File: src/rtl/ft_phy_pkg.sv
// Shared types for the FTDI synchronous-FIFO PHY: engine states, burst direction
// and the RX FIFO slack the almost-full flag is built around.
package ft_phy_pkg;

    typedef enum logic [2:0] {
        IDLE,
        RX_TURN,
        RX_BURST,
        TX_BURST,
        GAP
    } state_t;

    typedef enum logic {
        DIR_RX,
        DIR_TX
    } dir_t;

    // rx_afull rises with this many free slots left; at most SLACK-1 words land after it.
    localparam int RX_AFULL_SLACK = 3;

endpackage

File: src/rtl/ft_rr_arb.sv
// Two-requester round-robin arbiter; remembers which direction was served last
// so that contending RX and TX requests alternate.
module ft_rr_arb
    import ft_phy_pkg::*;
(
    input  logic ftdi_clk,
    input  logic rst,
    input  logic i_en,
    input  logic i_rx_req,
    input  logic i_tx_req,
    output logic o_grant_rx,
    output logic o_grant_tx
);

    dir_t r_last_served;

    always_comb begin
        o_grant_rx = i_en && i_rx_req && (!i_tx_req || (r_last_served == DIR_TX));
        o_grant_tx = i_en && i_tx_req && !o_grant_rx;
    end

    // Reset to TX so the first contended grant after reset goes to RX.
    always_ff @(posedge ftdi_clk) begin
        if (rst) begin
            r_last_served <= DIR_TX;
        end else if (o_grant_rx) begin
            r_last_served <= DIR_RX;
        end else if (o_grant_tx) begin
            r_last_served <= DIR_TX;
        end
    end

endmodule

File: src/rtl/ft_sync_phy_arb.sv
// FTDI synchronous-FIFO PHY engine: arbitrates RX/TX bursts on the shared pad,
// bounds burst length, inserts turnaround gaps and issues SIWU flushes.
module ft_sync_phy_arb
    import ft_phy_pkg::*;
#(
    parameter int DATA_WIDTH = 8,
    parameter int BURST_MAX  = 64,
    parameter int CNT_W      = 7
) (
    input  logic                  ftdi_clk,
    input  logic                  rst,
    input  logic [DATA_WIDTH-1:0] ftdi_data_i,
    output logic [DATA_WIDTH-1:0] ftdi_data_o,
    output logic                  ftdi_data_t,
    input  logic                  ftdi_rxf_n,
    input  logic                  ftdi_txe_n,
    output logic                  ftdi_rd_n,
    output logic                  ftdi_oe_n,
    output logic                  ftdi_wr_n,
    output logic                  ftdi_siwu_n,
    output logic [DATA_WIDTH-1:0] rx_data,
    output logic                  rx_sof,
    output logic                  rx_wr,
    input  logic                  rx_afull,
    input  logic [DATA_WIDTH-1:0] tx_data,
    input  logic                  tx_empty,
    output logic                  tx_rd,
    input  logic                  tx_flush,
    output logic                  busy
);

    localparam logic [CNT_W-1:0] CNT_MAX  = CNT_W'(BURST_MAX);
    localparam logic [CNT_W-1:0] CNT_LAST = CNT_W'(BURST_MAX - 1);

    state_t                r_state;
    logic [CNT_W-1:0]      r_cnt;
    logic                  r_oe_n;
    logic                  r_rd_n;
    logic                  r_siwu_n;
    logic                  r_data_t;
    logic                  r_rx_wr;
    logic                  r_rx_sof;
    logic [DATA_WIDTH-1:0] r_rx_data;
    logic                  r_flush_pend;
    logic                  r_new_txn;

    logic w_rx_req;
    logic w_tx_req;
    logic w_tx_rd;
    logic w_capture;
    logic w_flush_go;
    logic w_grant_rx;
    logic w_grant_tx;

    assign w_rx_req   = !ftdi_rxf_n && !rx_afull;
    assign w_tx_req   = !ftdi_txe_n && !tx_empty;
    assign w_tx_rd    = (r_state == TX_BURST) && w_tx_req && (r_cnt < CNT_MAX);
    assign w_capture  = (r_state == RX_BURST) && !r_rd_n && !ftdi_rxf_n;
    assign w_flush_go = (r_state == IDLE) && tx_empty && r_flush_pend && !w_rx_req && !w_tx_req;

    ft_rr_arb u_arb (
        .ftdi_clk   (ftdi_clk),
        .rst        (rst),
        .i_en       (r_state == IDLE),
        .i_rx_req   (w_rx_req),
        .i_tx_req   (w_tx_req),
        .o_grant_rx (w_grant_rx),
        .o_grant_tx (w_grant_tx)
    );

    always_ff @(posedge ftdi_clk) begin
        if (rst) begin
            r_state      <= IDLE;
            r_cnt        <= '0;
            r_oe_n       <= 1'b1;
            r_rd_n       <= 1'b1;
            r_siwu_n     <= 1'b1;
            r_data_t     <= 1'b0;
            r_rx_wr      <= 1'b0;
            r_rx_sof     <= 1'b0;
            r_rx_data    <= '0;
            r_flush_pend <= 1'b0;
            r_new_txn    <= 1'b1;
        end else begin
            // NOTE: non-blocking defaults here are overridden by later assignments in the same block,
            // which is what makes rx_wr/rx_sof/siwu_n single-cycle pulses.
            r_rx_wr      <= 1'b0;
            r_rx_sof     <= 1'b0;
            r_siwu_n     <= 1'b1;
            r_flush_pend <= r_flush_pend | tx_flush;
            if (ftdi_rxf_n) begin
                r_new_txn <= 1'b1;
            end

            case (r_state)
                IDLE: begin
                    if (w_flush_go) begin
                        r_siwu_n     <= 1'b0;
                        r_flush_pend <= tx_flush;
                    end
                    if (w_grant_rx) begin
                        r_oe_n  <= 1'b0;
                        r_state <= RX_TURN;
                    end else if (w_grant_tx) begin
                        r_data_t <= 1'b1;
                        r_state  <= TX_BURST;
                    end
                end
                RX_TURN: begin
                    r_rd_n  <= 1'b0;
                    r_state <= RX_BURST;
                end
                RX_BURST: begin
                    if (w_capture) begin
                        r_rx_data <= ftdi_data_i;
                        r_rx_wr   <= 1'b1;
                        r_rx_sof  <= r_new_txn;
                        r_new_txn <= 1'b0;
                        r_cnt     <= r_cnt + 1'b1;
                    end
                    if (ftdi_rxf_n || rx_afull || (w_capture && (r_cnt == CNT_LAST))) begin
                        r_rd_n  <= 1'b1;
                        r_state <= GAP;
                    end
                end
                TX_BURST: begin
                    if (w_tx_rd) begin
                        r_cnt <= r_cnt + 1'b1;
                    end
                    if (!w_tx_req || (w_tx_rd && (r_cnt == CNT_LAST))) begin
                        r_data_t <= 1'b0;
                        r_state  <= GAP;
                    end
                end
                GAP: begin
                    // oe_n lags rd_n by a cycle so the FTDI releases the bus before any TX.
                    r_oe_n  <= 1'b1;
                    r_cnt   <= '0;
                    r_state <= IDLE;
                end
                default: r_state <= IDLE;
            endcase
        end
    end

    assign ftdi_oe_n   = r_oe_n;
    assign ftdi_rd_n   = r_rd_n;
    assign ftdi_siwu_n = r_siwu_n;
    assign ftdi_data_t = r_data_t;
    assign ftdi_wr_n   = ~w_tx_rd;
    assign ftdi_data_o = (r_state == TX_BURST) ? tx_data : '0;
    assign tx_rd       = w_tx_rd;
    assign rx_wr       = r_rx_wr;
    assign rx_sof      = r_rx_sof;
    assign rx_data     = r_rx_data;
    assign busy        = (r_state != IDLE);

endmodule
File: config.mk
export PLATFORM = sky130hd
export DESIGN_NAME = ft_sync_phy_arb
export DESIGN_NICKNAME = d
export VERILOG_FILES = /design/src/rtl/ft_phy_pkg.sv /design/src/rtl/ft_rr_arb.sv /design/src/rtl/ft_sync_phy_arb.sv
export SDC_FILE = /design/constraint.sdc
export NUM_CORES = 1
export LEC_CHECK = 0
export BUFFER_PORTS_ARGS = -buffer_cell sky130_fd_sc_hd__buf_2
export CAP_MARGIN = 25
export CORE_MARGIN = 2
export CORE_UTILIZATION = 45
export CTS_CLUSTER_SIZE = 12
export DETAILED_ROUTE_END_ITERATION = 16
export PLACE_DENSITY = 0.74
export REMOVE_ABC_BUFFERS = 1
export SYNTH_ARGS = -nofsm -noshare
export SYNTH_HDL_FRONTEND = slang
export SYNTH_SLANG_ARGS = --single-unit
File: constraint.sdc
create_clock -name ftdi_clk -period 3.6 [get_ports ftdi_clk]
set_input_delay 0.72 -clock ftdi_clk [delete_from_list [all_inputs] [get_ports ftdi_clk]]
set_output_delay 0.72 -clock ftdi_clk [all_outputs]
set_load 0.05 [all_outputs]
Word level (Yosys, flattened, before mapping)
Cells that the tools add are included.
{ "op_classes": {"n_eq_ne": 13, "muxes": 25, "magnitude_cmp": 1, "addsub": 1, "n_reduce_logical": 44, "bitwise_logic": 5} }
{ "op_table": {"columns": ["operator", "n"], "rows": [
  ["7-bit case mux with 3 select lines", 1],
  ["1-bit logical AND", 16],
  ["7-bit two-way mux", 2],
  ["1-bit two-way mux", 13],
  ["3-bit two-way mux", 4],
  ["3-bit case mux with 4 select lines", 1],
  ["2-bit inequality test (second input constant)", 5],
  ["1-bit logical NOT", 8],
  ["8-bit two-way mux", 1],
  ["2-bit nonzero test", 4],
  ["7-bit by 1-bit adder with 7-bit output (second input constant)", 1],
  ["7-bit by 6-bit equality test with 1-bit output (second input constant)", 1],
  ["7-bit less-than comparator (second input constant)", 1],
  ["3-bit by 2-bit equality test with 1-bit output (second input constant)", 2],
  ["1-bit case mux with 2 select lines", 3],
  ["2-bit AND reduction", 3],
  ["3-bit AND reduction", 2],
  ["3-bit nonzero test", 2],
  ["1-bit logical OR", 4],
  ["2-bit by 1-bit inequality test with 1-bit output (second input constant)", 2],
  ["1-bit inverter", 4],
  ["4-bit AND reduction", 1],
  ["2-bit OR reduction", 2],
  ["3-bit by 1-bit equality test with 1-bit output (second input constant)", 1],
  ["other kinds (5)", 5]
]} }
{ "totals": {"output_inout_bits": 25, "ff_bits": 27, "word_cells": 101, "in_bits": 23} }

Depth between registers and ports, before layout
Gate-level depths: netlist (run 1).
{ "logic_depth": {"depth_word": 10, "mapped_depth": 6} }

By module
Synthesis (run 1) repeated with hierarchy kept, for this count alone.
{ "unflattened": {"cells_unflattened": 140, "area_unflattened_um2": 1251.2} }
{ "modules_own_cells": {"columns": ["module", "area_per_inst_um2", "instances", "cells_per_inst", "seq_area_each_um2"], "rows": [
  ["ft_sync_phy_arb", 1192.4, 1, 132, 520.5],
  ["ft_rr_arb", 58.8, 1, 8, 20.0]
]} }

Worst setup path after synthesis (run 1)
No wires, ideal clock.
{ "synth_timing": {"kind": "input to output", "from": "input port ftdi_txe_n", "to": "output port tx_rd", "path_buffers": 0, "arrival_time_ns": 1.908, "required_time_ns": 2.880, "setup_slack_ns": 0.972, "stages": 3, "path_cell_list": "nor2_1 -> nand3b_1 -> inv_1"} }
{ "synth_between": {"elab_chain_len": 4} }
{ "synth_lines": {"columns": ["item", "line", "text"], "rows": [
  ["start: declaration", "ft_sync_phy_arb.sv:16", "input logic ftdi_txe_n,"],
  ["1-bit logical NOT", "ft_sync_phy_arb.sv:56", "assign w_tx_req = !ftdi_txe_n && !tx_empty;"],
  ["1-bit logical AND", "ft_sync_phy_arb.sv:56", null],
  ["1-bit logical AND (2 in series)", "ft_sync_phy_arb.sv:57", "assign w_tx_rd = (r_state == TX_BURST) && w_tx_req && (r_cnt < CNT_MAX);"],
  ["end: declaration", "ft_sync_phy_arb.sv:27", "output logic tx_rd,"]
]} }
Every way passes these cells.

Final worst setup path (run 1)
{ "layout_timing": {"from": "register r_state[0]", "to": "output port tx_rd"} }
{ "layout_between": {"elab_chain_len": 3} }
{ "layout_lines": {"columns": ["item", "line", "text"], "rows": [
  ["start: declaration", "ft_sync_phy_arb.sv:35", "state_t r_state;"],
  ["start signal: assignment", "ft_sync_phy_arb.sv:73", "r_state <= IDLE;"],
  ["start signal: assignment", "ft_sync_phy_arb.sv:103", "r_state <= RX_TURN;"],
  ["start signal: assignment", "ft_sync_phy_arb.sv:106", "r_state <= TX_BURST;"],
  ["3-bit by 2-bit equality test with 1-bit output", "ft_sync_phy_arb.sv:57", null],
  ["1-bit logical AND (2 in series)", "ft_sync_phy_arb.sv:57", null]
]} }
Every way passes these cells.

==> qor.csv, run 1 <==
metric;value;unit
period_share;0.708;
async_reset_ff_frac;0;
ys_seq_elements;27;
antenna_found_initial;0;
yosys_warnings;0;
dp_cells;216;
crit_arrival;1830;ps
maxCapViolCount;0;
gp_congestion;0.773;
worst_slew_pin_slew;627;ps
slew_headroom;0.581;
cts_resized;0;
ys.flop_type;dfxtp_1;
drt_iter0_markers;26;
nets;214;
cts.path.max_buffers;2;
ir_drop;235;uV
drive_above_1_share;0.339;
post_cts_buffers;0;
fin_skew;11.4;ps
syn_avg_cell_area;8.73;sq um
route.detailed.drc;0;
dieWidth;56.7;um
setup_tns;0;ps
diodes;0;
cp-start-kind;flop;
leakage;0.711;nW
syn_area;1250;sq um
grt_use_total;0.179;
crit_type;flop to output pin;
holdBufCountCts;0;
io_buffers;47;
finalHoldViolations;0;
crit_path_end_kind;output pin;
die_area;3210;sq um
whs;462;ps
ys_types;39;
grt_max_degree;20;
grt_pass1_wl;4530;um
drtAntennaViolNets;0;
die_h;56.7;um
min_delay_path_depth;2;
syn-instance-count;143;
dpl.hpwl;2150;um
globalRouteOverflowTotal;0;
hold_class;flop to flop;
core_area;2690;sq um
first_pass_iters;5;
grt_pass1_vias;1055;
cts_tree;done;
wl_per_cell;12.9;um
start_util;0.465;
min_period;2550;ps
crit_path_max_fanout;19;
crit_required;2880;ps
ios;48;
final_util;0.569;
pre_cts_slack;1290;ps
status;completed;
vias;1141;
ff2ff_path_depth;4;
root_buffer;clkbuf_4;
cts.htree.levels;1;
drt-total-wl;2840;um
via_per_inst;5.19;
numCtsBuffers;3;
layout_setup_ws;1050;ps
drv_slew;0;
fmax;392;MHz
clkTransAtPathRegs;160;ps
stdcell_count;220;
clkLatencyLatePin;330;ps
area_growth;22.4;%
rsz0062_at_grt;no;
yosysSeqAreaShare;0.433;
rows;19;
cts.sinks;27;
power_density;372;nW/um^2
setup_viol;0;
synth_edf_count;0;
==> layout by cell type, fill, tap and decap left out, types with 2 or more instances in the layout <==
| cell | n |
|---|---|
| buf_2 | 47 |
| o21ai_0 | 5 |
| nand3b_1 | 2 |
| and2_1 | 2 |
| nor3_1 | 3 |
| and3_1 | 10 |
| nor2_1 | 13 |
| xor2_1 | 5 |
| or2_2 | 2 |
| nand2_1 | 20 |
| nand3_1 | 4 |
| clkbuf_4 | 3 |
| dfxtp_1 | 27 |
| o211ai_1 | 4 |
| nor3_2 | 2 |
| inv_1 | 3 |
| a21oi_1 | 14 |
==> stage by stage <==
stage	instance area, sq um	total power, mW
global placement	1500	0.435
global route	1530	0.590
floorplan	1220	0.398
CTS	1530	0.572
finish	1530	0.569
detailed placement	1500	0.437
==> report_power, final <==
group	internal [mW]	leakage, nW	switching (mW)
Clock	0.0425	0.0139	0.0945
Sequential	0.309	0.219	0.0143
Combinational	0.0359	0.478	0.0725
Total	0.387	0.711	0.181
==> sequential cells by signal, indices dropped and copies added (netlist names) <==
signal               flops
ftdi_siwu_n              1
r_flush_pend             1
ftdi_oe_n                1
rx_wr                    1
ftdi_data_t              1
rx_data                  8
ftdi_rd_n                1
r_state                  3
rx_sof                   1
r_new_txn                1
r_cnt                    7
u_arb.r_last_served      1
==> routing by layer <==
layer	track usage	wire length, um	part of all wire
met1	0.219	1240	0.44
met2	0.319	1490	0.53
met3	0.0300	82	0.029
met4	0.0510	19	0.0067
met5	0	0	0
==> Yosys cell counts (2+ instances only) <==
cell type | instances | share of area
inv_1 | 3 | 0.0090
o211ai_1 | 4 | 0.024
o21ai_0 | 5 | 0.020
and2_1 | 2 | 0.010
a21oi_1 | 14 | 0.056
and3_1 | 10 | 0.050
clkbuf_1 | 4 | 0.012
nand3b_1 | 2 | 0.012
nor3_2 | 2 | 0.016
nand2_1 | 20 | 0.060
xor2_1 | 5 | 0.035
nand3_1 | 4 | 0.016
nor3_1 | 3 | 0.012
or2_2 | 2 | 0.010
nor2_1 | 13 | 0.039
dfxtp_1 | 27 | 0.43
==> logic make-up after synthesis <==
logic type	synth area share
AO/OA/AOI/OAI	0.157
XOR/XNOR	0.0351
adder cells (fa/ha/maj)	0.0100
buffers and inverters	0.0341
flip-flops	0.433
multiplexers	0.00802
AND/OR/NAND/NOR	0.323
==> path summary, 6_finish.rpt <==
| check | start | endpoint | slack, ps |
|---|---|---|---|
| setup reg to reg | r_state[0] | r_cnt[6] | 1710 |
| hold reg to reg | rx_data[4] | rx_data[4] | 460 |
| setup / recovery | r_state[0] | tx_rd | 1050 |
| hold / removal | rx_data[4] | rx_data[4] | 460 |
==> worst max-delay path, cell delays in order, from the launching register on <==
cell and delay [ps]:
dfxtp_1 750, inv_1 150, nor2_1 180, nand3b_1 110, inv_1 60, buf_2 250
==> final cells by class <==
type	instances	area, sq um
well taps	31	38.8
clock inverters	1	7.51
inverters	3	11.3
fillers	257	1160
clock buffers	3	22.5
flip-flops and latches	27	541
repair buffers	48	243
multi-input cells	107	666
No activity file was read; power rests on OpenSTA's default activity.
==> run 2, diff against run 1 <==
CORE_UTILIZATION = 43   (was 45)
clock period = 2.2 ns   (was 3.6 ns; I/O delays follow)
==> run 2 against run 1 <==
Against the previous run:
- sequential cell count is the same
- core utilization decreased by 1.1 points
- hold slack got worse by 160 ps
- combinational power increased by 66%
- clock power increased by 63%
- clock-buffer cell count did not move
- die area up 4.3%
- critical path depth fell by 2
- cell area grew 0.74%
- largest cell class unchanged
- highest routed layer unchanged
==> qor.csv, run 2 (synthesis results as in run 1) <==
metric;value;unit
setup_tns;0;ps
slew_headroom;0.761;
r2r-start;r_state[1];
rows;19;
area_growth;23.3;%
crit_arrival;1630;ps
rsz0062_at_grt;no;
nets;215;
final_cell_mix;buf_2 (47), dfxtp_1 (26), nand2_1 (20);
post_cts_buffers;0;
worst_slew_pin_slew;357;ps
drv_slew;0;
die_h;57.9;um
fin_skew;5.35;ps
reg2reg_slack;550;ps
crit_path_max_fanout;9;
period_share;0.939;
hold_class;primary input to flop;
die_area;3350;sq um
via_per_inst;5.31;
crit_required;1760;ps
leakage;0.717;nW
root_buffer;clkbuf_4;
wl_per_cell;12.4;um
r2r-end;r_cnt[6];
start_util;0.453;
fmax;484;MHz
antenna_found_initial;0;
cts_tree;done;
min_period;2070;ps
holdPathEnd;r_flush_pend;
largest_reg_flops;8;
dpl.hpwl;2100;um
stdcell_count;221;
crit_path_end_kind;output pin;
gp_congestion;0.831;
met1_usage;0.224;
crit_type;flop to output pin;
min_delay_path_depth;3;
drtAntennaViolNets;0;
multi_input_area;668;sq um
vias;1174;
nFillCells;263;
globalRouteOverflowTotal;0;
ff2ff_path_depth;5;
route.detailed.drc;0;
drt_iter0_markers;29;
cts.sinks;27;
first_pass_iters;4;
ir_drop;560;uV
grt_pass1_wl;4730;um
layout_commonest_cell;buf_2;
drive_above_1_share;0.353;
grt_pass1_vias;1120;
cp-start-kind;flop;
clkTransAtPathRegs;150;ps
grt_use_total;0.177;
min_from;tx_flush;
clkLatencyLatePin;330;ps
use_met2;0.300;
setup_viol;0;
grt_max_degree;20;
met3_usage;0.0246;
cts.htree.levels;1;
regArea;542;sq um
dp_cells;217;
core_area;2760;sq um
top_usage_layer;met2;
power_density;604;nW/um^2
status;completed;
finalHoldViolations;0;
holdBufCountCts;0;
cts.path.max_buffers;2;
ios;48;
maxCapViolCount;0;
drt-total-wl;2750;um
dieWidth;57.9;um
io_buffers;47;
diodes;0;
numCtsBuffers;3;
==> run 2: report_power, final <==
| part | switching (mW) | internal [mW] | total (mW) |
|---|---|---|---|
| combinational | 0.118 | 0.0604 | 0.179 |
| sequential | 0.0222 | 0.506 | 0.528 |
| clock | 0.153 | 0.0695 | 0.223 |
| total | 0.294 | 0.636 | 0.930 |
==> run 2: layout make-up <==
| type | instances | share of cell area |
|---|---|---|
| Clock inverter | 1 | 0.00487 |
| Tap cell | 31 | 0.0252 |
| Sequential cell | 27 | 0.352 |
| Inverter | 3 | 0.00731 |
| Timing Repair Buffer | 49 | 0.162 |
| Clock buffer | 3 | 0.0146 |
| Multi-Input combinational cell | 107 | 0.434 |
==> run 2: worst max-delay path, cell delays in order (launching register included) <==
cell	delay, ps
dfxtp_1	490
nor2b_2	330
and3_1	220
buf_2	270
==> run 2: how the worst max path moves through the flow <==
stage	startpoint	endpoint	slack, ps	depth (start not counted)
after floorplan	r_state[0]	tx_rd	-20	4
after global routing	r_state[0]	tx_rd	10	5
after CTS	r_state[1]	ftdi_data_o[6]	30	3
after global placement	r_state[0]	tx_rd	410	5
final	r_state[1]	ftdi_data_o[6]	130	3
after detailed placement	r_state[0]	tx_rd	360	5
==> run 2: metrics by stage <==
stage	hold WS, ps	utilization	area, sq um	worst slack [ps]	power, mW
CTS	302	0.558	1540	34.7	0.938
finish	307	0.559	1540	133	0.930
detailed placement	449	0.546	1510	365	0.716
global placement	440	0.546	1510	412	0.711
floorplan	431	-	1220	-16.7	0.652
global route	321	0.559	1540	11.6	0.976
==> run 2: layer usage <==
metal / wire length [um] / part of all wire / vias to the layer above
li1: - / - / 599
met1: 1210 / 0.44 / 557
met2: 1440 / 0.52 / 16
met3: 81 / 0.029 / 2
met4: 17 / 0.0062 / 0
met5: 0 / 0 / -
==> run 2: what timing repair did <==
item	4_1_cts	5_1_grt
cloned	0	0
gates resized for setup	1	1
endpoints found under the hold margin	0	0
pin swaps	0	0
setup endpoints to repair	1	8
==> run 3, diff against run 2 <==
CORE_UTILIZATION = 45   (was 43)
PLACE_DENSITY = 0.84   (was 0.74)
clock period = 2.3 ns   (was 2.2 ns; I/O delays follow)
==> run 3 against run 2 <==
Against the previous run:
- critical path depth is the same
- wire length shrank 5.1%
- die area shrank 4.2%
- clock power shrank 9%
- non-clock buffer count grew 1
- hold slack gained 41 ps
- critical path type unchanged
- global-route usage shrank 0.76 points
- largest cell class unchanged
- clock skew shrank 1.9 ps
- worst setup slack gained 75 ps
- sequential cell count is the same
==> qor.csv, run 3 (synthesis results as in run 1) <==
metric;value;unit
status;completed;
design_area;1550;sq um
maxCapViolCount;0;
leakage;0.722;nW
io_buffers;47;
dieWidth;56.7;um
min_from;tx_flush;
regArea;542;sq um
min_period;2090;ps
rows;19;
crit_path_end_kind;output pin;
p_clk_frac;0.231;
holdBufCountCts;0;
grt_use_total;0.169;
crit_type;flop to output pin;
crit_path_max_fanout;9;
period_share;0.909;
cts.sinks;27;
power_density;571;nW/um^2
setup_tns;0;ps
rsz0062_at_grt;no;
cts_tree;done;
crit_arrival;1630;ps
finalHoldViolations;0;
cts.htree.levels;1;
antenna_found_initial;0;
diodes;0;
die_area;3210;sq um
worst_slew_pin_slew;357;ps
fmax;478;MHz
largest_reg_flops;8;
grt_pass1_wl;4420;um
grt_pass1_vias;1021;
drt-total-wl;2610;um
slew_headroom;0.761;
cts_resized;0;
vias;1139;
drtAntennaViolNets;0;
area_growth;23.9;%
first_pass_iters;4;
drt_iter0_markers;26;
hold_class;primary input to flop;
drive_above_1_share;0.356;
gp_congestion;0.794;
cts.path.max_buffers;2;
clkTransAtPathRegs;140;ps
final_cell_mix;buf_2 (47), dfxtp_1 (26), nand2_1 (20);
numCtsBuffers;3;
clkLatencyLatePin;320;ps
crit_required;1840;ps
cp-start-kind;flop;
nets;216;
route.detailed.drc;0;
power.total;884;uW
root_buffer;clkbuf_4;
post_cts_buffers;0;
grt_max_degree;20;
fin_skew;3.42;ps
core_area;2690;sq um
wl_per_cell;11.7;um
ios;48;
p_seq_frac;0.570;
ir_drop;363;uV
die_h;56.7;um
worstSetupStartpoint;r_state[1];
start_util;0.465;
p_sw;274;uW
drv_slew;0;
r2r-start;r_state[1];
combPwrFrac;0.198;
setup_viol;0;
globalRouteOverflowTotal;0;
multi_input_area;668;sq um
switching_share;0.310;
power.internal;610;uW
dpl_cell_area;1510;sq um
dpl.hpwl;1970;um
nFillCells;257;
layout_commonest_cell;buf_2;
via_per_inst;5.13;
## run 3: cell types whose count changed in the layout (fill, tap and decap cells not counted), sizes merged
cell,previous run,this run
buf,49,50
## run 3: stage by stage
stage	util	cells	setup slack (ps)	hold slack [ps]
floorplan	-	137	63.3	431
global placement	0.564	218	521	440
detailed placement	0.564	218	501	444
CTS	0.575	222	94.7	337
global route	0.576	222	100	324
finish	0.576	222	209	348
## run 3: layer usage
| layer | vias up | GRT usage | wire (um) |
|---|---|---|---|
| met1 | 521 | 0.221 | 1220 |
| met3 | 4 | 0.0346 | 83 |
| met4 | 0 | 0.0476 | 29 |
| li1 | 598 | - | - |
| met5 | - | 0 | 0 |
| met2 | 16 | 0.282 | 1280 |
## run 3: layout make-up
cell class / count / area share
flip-flops and latches: 27 / 0.350
clock buffers: 3 / 0.0146
multi-input cells: 107 / 0.432
repair buffers: 50 / 0.167
clock inverters: 1 / 0.00485
well taps: 31 / 0.0251
inverters: 3 / 0.00728
## run 3: critical path, stage by stage, from the launching register on
cell and delay (ps):
dfxtp_1 500, nor2b_2 360, and3_1 190, buf_2 260
## run 3: power groups by stage
stage	Clock, mW	Combinational, mW	Sequential, mW
after floorplan	0	0.0900	0.534
after global placement	0	0.174	0.512
after detailed placement	0	0.174	0.513
after CTS	0.215	0.176	0.503
after global routing	0.233	0.189	0.507
final	0.204	0.175	0.504
## run 3: worst paths after layout
kind / to / slack (ps) / cells after the start
max: ftdi_data_o[1] / 210 / 3
max reg2reg: r_cnt[6] / 600 / 5
min reg2reg: rx_data[5] / 460 / 2
min: r_flush_pend / 350 / 3
